`src/rtl/mux8_reg_pkg.sv`:
```
// Shared definitions for the registered 8:1 select stage.
package mux8_reg_pkg;

    localparam int DEFAULT_WIDTH = 4;

    // Select code assembled as {s2, s1, s0}; all eight values are legal.
    typedef logic [2:0] sel_t;

endpackage : mux8_reg_pkg

```
`src/rtl/mux8_core.sv`:
```
// Combinational 8:1 word select; no state.
module mux8_core
    import mux8_reg_pkg::*;
#(
    parameter int WIDTH = DEFAULT_WIDTH
) (
    input  sel_t             sel_i,
    input  logic [WIDTH-1:0] i0_i,
    input  logic [WIDTH-1:0] i1_i,
    input  logic [WIDTH-1:0] i2_i,
    input  logic [WIDTH-1:0] i3_i,
    input  logic [WIDTH-1:0] i4_i,
    input  logic [WIDTH-1:0] i5_i,
    input  logic [WIDTH-1:0] i6_i,
    input  logic [WIDTH-1:0] i7_i,
    output logic [WIDTH-1:0] y_o
);

    // Every code is covered, so no default arm is needed to avoid a latch.
    always_comb begin
        unique case (sel_i)
            3'd0: y_o = i0_i;
            3'd1: y_o = i1_i;
            3'd2: y_o = i2_i;
            3'd3: y_o = i3_i;
            3'd4: y_o = i4_i;
            3'd5: y_o = i5_i;
            3'd6: y_o = i6_i;
            3'd7: y_o = i7_i;
        endcase
    end

endmodule : mux8_core

```
`src/rtl/mux8_reg.sv`:
```
// Registered 8:1 multiplexer: one-cycle select stage with synchronous reset on y.
module mux8_reg
    import mux8_reg_pkg::*;
#(
    parameter int WIDTH = DEFAULT_WIDTH
) (
    input  logic             clk,
    input  logic             rst,
    input  logic [WIDTH-1:0] i0,
    input  logic [WIDTH-1:0] i1,
    input  logic [WIDTH-1:0] i2,
    input  logic [WIDTH-1:0] i3,
    input  logic [WIDTH-1:0] i4,
    input  logic [WIDTH-1:0] i5,
    input  logic [WIDTH-1:0] i6,
    input  logic [WIDTH-1:0] i7,
    input  logic             s2,
    input  logic             s1,
    input  logic             s0,
    output logic [WIDTH-1:0] y
);

    sel_t             sel;
    logic [WIDTH-1:0] y_d;
    logic [WIDTH-1:0] y_q;

    assign sel = {s2, s1, s0};

    mux8_core #(
        .WIDTH(WIDTH)
    ) u_core (
        .sel_i(sel),
        .i0_i (i0),
        .i1_i (i1),
        .i2_i (i2),
        .i3_i (i3),
        .i4_i (i4),
        .i5_i (i5),
        .i6_i (i6),
        .i7_i (i7),
        .y_o  (y_d)
    );

    // Output stage: reset wins over capture.
    always_ff @(posedge clk) begin
        if (rst) begin
            y_q <= '0;
        end else begin
            y_q <= y_d;
        end
    end

    assign y = y_q;

endmodule : mux8_reg

```
`config.mk`:
```
export PLATFORM = sky130hd
export DESIGN_NAME = mux8_reg
export DESIGN_NICKNAME = d
export VERILOG_FILES = /design/src/rtl/mux8_reg_pkg.sv /design/src/rtl/mux8_core.sv /design/src/rtl/mux8_reg.sv
export SDC_FILE = /design/constraint.sdc
export NUM_CORES = 1
export LEC_CHECK = 0
export CAP_MARGIN = 20
export CORE_MARGIN = 2
export CORE_UTILIZATION = 30
export CTS_CLUSTER_DIAMETER = 60
export DETAILED_ROUTE_END_ITERATION = 16
export PLACE_DENSITY = 0.86
export SETUP_SLACK_MARGIN = 0.15
export SLEW_MARGIN = 20
export SYNTH_ARGS = -nofsm -noshare
export SYNTH_HDL_FRONTEND = slang
export SYNTH_SLANG_ARGS = --single-unit
```
`constraint.sdc`:
```
create_clock -name clk -period 1.7 [get_ports clk]
set_input_delay 0.255 -clock clk [delete_from_list [all_inputs] [get_ports clk]]
set_output_delay 0.255 -clock clk [all_outputs]
set_load 0.01 [all_outputs]
```
[After elaboration in Yosys (flattened, before gate mapping)]
Cells that the tools add are included.
W data, S select, Z words.
Cells by class
  add/subtract/negate cells: 0
  multipliers: 0
  div/mod/pow operators: 0
  $lt $le $gt $ge: 0
  eq/ne operators: 7
  shifts and indexed selects: 0
  muxes and demuxes: 1
  bitwise logic cells: 0
  reductions and logical operators: 1
Operators by type and width (number)
  $pmux W4 S8: 1
  $eq A3 B3 Y1 const B: 4
  $eq A3 B2 Y1 const B: 2
  $eq A3 B1 Y1 const B: 1
  $logic_not A3 Y1: 1
Storage, ports and cells
  register bits after elaboration: 4
  bits in latches: 0
  memory bits (writable): 0
  memory bits (read-only): 0
  input bits: 37
  logic and storage cells: 10
  memories: 0

[Logic depth before layout (Yosys ltp)]
Gate-level depths: netlist (run 1).
  depth after elaboration: 2
  depth in mapped cells: 5
  gate-level depth less buffers: 3

[Modules after synthesis]
Synthesis (run 1) repeated with hierarchy kept, for this count alone.
Second synthesis, totals
  cell total of the unflattened synthesis: 47
  area total of the unflattened synthesis: 412.9 um^2
By module, submodules not included
  mux8_core: times used 1, cells each 39, area each 307.8 um^2, sequential area each 0.0 um^2
  mux8_reg: times used 1, cells each 8, area each 105.1 um^2, sequential area each 80.1 um^2

[Worst setup path after synthesis (run 1)]
No wires, ideal clock.
  path kind: input port to flip-flop
  start point: in s2
  end point: reg y_q[0], in the netlist y[0]
  library setup time: 119 ps
  data arrival time: 1010 ps
  required time: 1581 ps
  path slack: 571 ps
  cell stages on the path: 5
  cells stage by stage: buf_6 buf_12 mux2i_1 o22ai_1 o221a_2
Between the ends
  cells in the longest elaborated chain, start to end: 2
  elaborated cells between the ends (all ways): 9
  those cells by class: eq/ne (7); mux (1); reduce/logical (1)
RTL lines
  start, declared: RTL line mux8_reg.sv:17  | input logic s2,
  $eq A3 B3 Y1, or another cell as far along: RTL line mux8_core.sv:21  | unique case (sel_i)
  $pmux W4 S8 (*): RTL line mux8_core.sv:21
  end signal, assigned: RTL line mux8_reg.sv:49  | y_q <= y_d;
  end, declared: RTL line mux8_reg.sv:25  | logic [WIDTH-1:0] y_q;
Every way passes the cells marked *; elsewhere a longest branch is shown, timed or not.
A chain may end at the register's enable or synchronous reset.

[Worst setup path after layout (run 1)]
  start point: in s2
  end point: reg y_q[2], in the netlist y[2]
The elaborated chain is that of the path after synthesis.

==> results.md, run 1 <==
- Leading area contributor after synthesis: mux2i_1
- Die area: roughly 1600 um2
- Least-Margin Pin Slew: roughly 0.25 ns
- Synth area leaders: mux2i_1 (30%), dfxtp_1 (20%), o221a_2 (11%)
- Synth Warn #: 0
- Status: complete, no violations
- Net Count, Synth: 76
- Max VDD drop: between 0.15 and 0.2 mV
- EDFF count, synth: 0
- Prevailing post-synth register cell: dfxtp_1
- Post_cts resized: 0
- Max incr delay on CP: roughly 0.53 ns
- Worst hold margin: 0.6954 ns
- Leakage: 0.3399 nW
- Register Area: between 80 and 90 um2
- H-tree level count: 1
- CP Launch Type: input port
- Number of remaining DRC errors: 0
- Final setup fails: 0
- Finished Core Util: about two thirds
- Post-route minimum period: 1.434 ns
- Antenna cell count: 0
- # port buffers: 40
- Syn avg cell area: between 10 and 15 um2
- Pwr dens: about 470 nW/um2
- Initial Util: a little under a third
- Non-filler cells, final: roughly 100
- Area Overhead vs Synth: 111.0%
- Pwr Total: 398.2 uW
- Gr usage total: 17.78%
- Vias in the first global route: 480
- Placer Congestion: between 0.6 and 0.7
- Critical Path, Cell by Cell: clkdlybuf4s50_1 -> buf_12 -> mux2i_1 -> o22ai_1 -> o221a_2
- F_max: approximately 700 MHz
- Fill count: 120
- Post-Synthesis Cells: 39
- Multi-input gate area: approximately 270 um2
- Synth cell types: 12
- FP Rows: 13
- Initial antenna violation count: 0
- Die width: 40.42 um
- Max-slew headroom: a little over four fifths
- Crit-path leading delay family: buffers and inverters
- First-pass DRT Iterations: 3
- Worst path slowest cell: clkdlybuf4s50_1
- Hold Path Origin: i0[0]
- GRT Residual Overflow: 0
- Detail Route Antenna Nets: 0
- CTS root buffer: clkbuf_4
- Hold Fails Final Rpt: 0
- I/O pins: between 40 and 50
- Slew Limit Fails: 0
- Worst Hold Class: input port to register
- Count leader, synth: mux2i_1
- Hold Path Sink: y[0]
- Seq/Total Area, Yosys: about a fifth
- Crit Path Max Fanout: 17
- Max FFs per register: 4
- Via count: between 400 and 500
- Crit path DAT: between 1.5 and 2 ns
- Starting DRT DRC Count: 5
- Post-CTS Repair Setup Buffers: 0
- Largest net degree at the start of global routing: 18
- FF+latch count, synth: 4
- Share of the synthesized area in the top cell type: 30.19%
- WP buf/inv: 2
- Core footprint: 1269 um2
- Clock buffer depth: 2
- Vias per inst: about 5
- TritonCTS Sinks: 4
- CP Class: input port to register
- Tcrit/Tclk final: a little over four fifths
- Routed WL per cell: 13.17 um
- Total Negative Setup Slacks: 0 ns
- Cell count after placement: 95
- Fin nets: 122
- CTS buffer count: 3
- Hold-fix buffers, CTS: 0
- Final WL: approximately 1300 um
- Worst Setup End Kind: register
- Detailed Place HPWL: around 1100 um
- CTS tree: yes
- WP data required: roughly 1.8 ns
- Hold depth: 2
- Reg clk slew, reported paths: 0.04 ns
- Post-synthesis cell area: just under 400 um2
- Post-synth ARST share: 0%
- RSZ-0062 raised after global routing: false
- Max Cap Viol: 0
- Layout cells sized above 1: about 14%
- Die Height: 40.42 um
- First-pass GRT wire length: between 1500 and 2000 um
## metal layers
| metal | GRT usage, % | vias up | share of wire [%] |
|---|---|---|---|
| li1 | - | 246 | - |
| met1 | 19.22 | 216 | 41 |
| met2 | 33.73 | 24 | 52 |
| met3 | 2.222 | 2 | 6.5 |
| met5 | 0 | - | 0 |
| met4 | 7.500 | 0 | 1.2 |
## layout make-up
class | instances | area share [%]
clock buffer | 3 | 2.683
timing repair buffer | 44 | 52.76
tap | 15 | 2.235
multi-input combinational | 31 | 32.34
inverter | 1 | 0.4471
sequential | 4 | 9.538
## cell families after synthesis
family | after synthesis | synth area share [%]
compound gates | 12 | 25.16
mux | 12 | 30.19
simple gates | 7 | 12.89
flops | 4 | 20.13
buf+inv | 4 | 11.63
## power breakdown
group          leakage (nW)  switching [mW]  internal [mW]
Clock                0.0138          0.0378         0.0789
Combinational         0.293          0.0524          0.125
Sequential           0.0333         0.00172          0.102
## worst max-delay path by stage
| stage | startpoint | to | depth (start not counted) |
|---|---|---|---|
| after detailed placement | s2 | y[2] | 5 |
| after CTS | s2 | y[2] | 5 |
| after global placement | s2 | y[1] | 4 |
| after global routing | s2 | y[2] | 5 |
| final | s2 | y[2] | 5 |
| after floorplan | s2 | y[0] | 5 |
## placed cells by master (no fill, tap or decap)
cell	n
a211oi_1	4
buf_12	1
buf_4	3
clkbuf_4	3
clkdlybuf4s50_1	40
dfxtp_1	4
inv_1	1
mux2i_1	12
nand2_1	1
nand2b_1	1
nor3b_1	4
o221a_2	4
o22ai_1	4
or3_4	1
## stage by stage
| stage | worst slack, ns | cell area (um2) |
|---|---|---|
| after floorplan | 0.5709 | 397.9 |
| after global placement | 0.09933 | 817.0 |
| after detailed placement | 0.02122 | 817.0 |
| after CTS | 0.2756 | 839.6 |
| after global routing | 0.2255 | 839.6 |
| final | 0.2659 | 839.6 |
Note: power is estimated with default switching activity, not from simulation.
==> run 2: changes to the inputs <==
CORE_UTILIZATION = 25   (was 30)
PLACE_DENSITY = 0.77   (was 0.86)
clock period = 1.2 ns   (was 1.7 ns; I/O delays follow)
==> run 2 against run 1 <==
  * Utilization is 8.9 points lower
  * Non-clock buffer count stayed put
  * Combinational power up 44%
  * Critical endpoint unchanged
  * Largest power group unchanged
==> results.md, run 2 (synthesis gave the netlist of run 1 again) <==
- Status: complete, no violations
- Vias in the first global route: 510 (+6.3%)
- Max Cap Viol: 0 (unchanged)
- WP buf/inv: 2 (unchanged)
- Placer Congestion: 0.6737 (+5.5%)
- Worst hold margin: 0.4578 ns (-0.2376 ns)
- Core footprint: 1506 um2 (+19%)
- Cell count after placement: 95 (unchanged)
- CP Launch Type: input port
- Initial Util: 26.41% (-4.9 points)
- Worst slack, placed: -0.3594 ns (-0.3806 ns)
- Initial antenna violation count: 0 (unchanged)
- Critical Path, Cell by Cell: buf_2 -> buf_16 -> or3_4 -> o221a_2
- Worst Setup End Kind: register
- H-tree level count: 1 (unchanged)
- Via count: 496 (+1.6%)
- Least-Margin Pin Slew: 0.2272 ns (-0.02113 ns)
- CTS buffer count: 3 (unchanged)
- Max FFs per register: 4 (unchanged)
- I/O pins: 41 (unchanged)
- CP Class: input port to register
- FP Rows: 14 (+1)
- First-pass GRT wire length: 2097 um (+6.3%)
- Largest net degree at the start of global routing: 10 (-8)
- Fin nets: 122 (unchanged)
- Hold-fix buffers, CTS: 0 (unchanged)
- Max-slew headroom: 84.82% (+1.5 points)
- Clock buffer depth: 2 (unchanged)
- Number of remaining DRC errors: 0 (unchanged)
- Pwr dens: 658.9 nW/um2 (+39%)
- Post-CTS Repair Setup Buffers: 0 (unchanged)
- Pwr Total: 568.8 uW (+43%)
- Crit Path Max Fanout: 8 (-9)
- Slew Limit Fails: 0 (unchanged)
- Detail Route Antenna Nets: 0 (unchanged)
- F_max: roughly 970 MHz
- Crit path DAT: 1.15 ns (-0.40 ns)
- Routed WL per cell: 12.93 um (-1.9%)
- Commonest cells after routing, fill and taps aside: clkdlybuf4s50_1 (33), mux2i_1 (12), dlygate4sd2_1 (5)
- Hold depth: 3 (+1)
- Max incr delay on CP: 0.40 ns (-0.13 ns)
- Most common cell after layout, fill and taps aside: clkdlybuf4s50_1
- Layout cells sized above 1: 19.28% (+4.8 points)
- Hold Path Sink: y[1]
- Post-route minimum period: about 1.0 ns
- Final WL: 1280 um (-0.85%)
- Area Overhead vs Synth: 117.0%
- Hold Path Origin: s1
- Crit-path leading delay family: simple AND/OR/NAND/NOR gates
- Finished Core Util: 57.31% (-8.9 points)
- Hold Fails Final Rpt: 0 (unchanged)
- Vias per inst: 5.010 (+0.61%)
- Non-filler cells, final: 99 (+1.0%)
- Die width: 43.90 um (+8.6%)
- Final setup margin: 0.1735 ns (-0.09238 ns)
- GRT Residual Overflow: 0 (unchanged)
- CTS tree: yes
- WP data required: 1.32 ns (-0.50 ns)
- Leakage: 0.3668 nW (+7.9%)
- CTS root buffer: clkbuf_4
- Gr usage total: 14.92% (-2.9 points)
- TritonCTS Sinks: 4 (unchanged)
- Post-placement cell area: 810.8 um2 (-0.77%)
- Tcrit/Tclk final: 85.54%
- # port buffers: 40 (unchanged)
- Worst Hold Class: input port to register
- First-pass DRT Iterations: 4 (+1)
- RSZ-0062 raised after global routing: false
- Final setup fails: 0 (unchanged)
- Final instance area: 863.3 um2 (+2.8%)
- Worst path slowest cell: or3_4
- Die Height: 43.90 um (+8.6%)
- Max VDD drop: 0.3027 mV (+89%)
- Detailed Place HPWL: 998.7 um (-6.7%)
- Starting DRT DRC Count: 17 (+12)
- Die area: 1927 um2 (+18%)
- Antenna cell count: 0 (unchanged)
- Total Negative Setup Slacks: 0 ns (unchanged)
- Reg clk slew, reported paths: 0.04 ns (about the same)
-- run 2: cell types whose count changed in the layout (fill, tap and decap cells not counted), sizes merged --
cell / change
clkdlybuf4s50: -7
dlygate4sd2: +5
clkbuf: +1
buf: +1
-- run 2: power breakdown --
group	internal, mW	total, mW	switching [mW]
clock	0.112	0.168	0.0559
sequential	0.145	0.147	0.00201
combinational	0.175	0.254	0.0789
total	0.432	0.569	0.137
-- run 2: worst min-delay path, cell delays in order --
cell and delay (ns):
clkbuf_2 0.16, a211oi_2 0.10, o221a_4 0.20
-- run 2: worst max path at each step --
stage	slack (ns)	from	endpoint	cells past startpoint
6_report	0.17	s2	y[2]	4
3_3_place_gp	-0.34	s2	y[0]	5
2_1_floorplan	0.16	s1	y[1]	3
5_1_grt	0.16	i2[2]	y[2]	4
3_5_place_dp	-0.36	s2	y[0]	5
4_1_cts	0.15	s1	y[0]	5
-- run 2: layer usage --
layer / global-route usage [%] / wire [um] / vias up
met5: 0 / 0 / -
met4: 7.273 / 0 / 0
met3: 3.333 / 94 / 0
met2: 27.94 / 685 / 24
met1: 15.25 / 500 / 222
li1: - / - / 250
-- run 2: cell type report --
type	instances	area, um2
multi-input cells	31	290.3
inverters	1	3.754
fillers	144	643.1
clock buffers	3	22.52
repair buffers	44	446.7
flip-flops and latches	4	80.08
well taps	16	20.02
-- run 2: timing repair --
action | in CTS | in global routing
gates resized for setup | 12 | 4
endpoints found under the hold margin | 0 | 0
cloned | 1 | 0
endpoints found under the setup margin | 8 | 4
pin swaps | 1 | 0
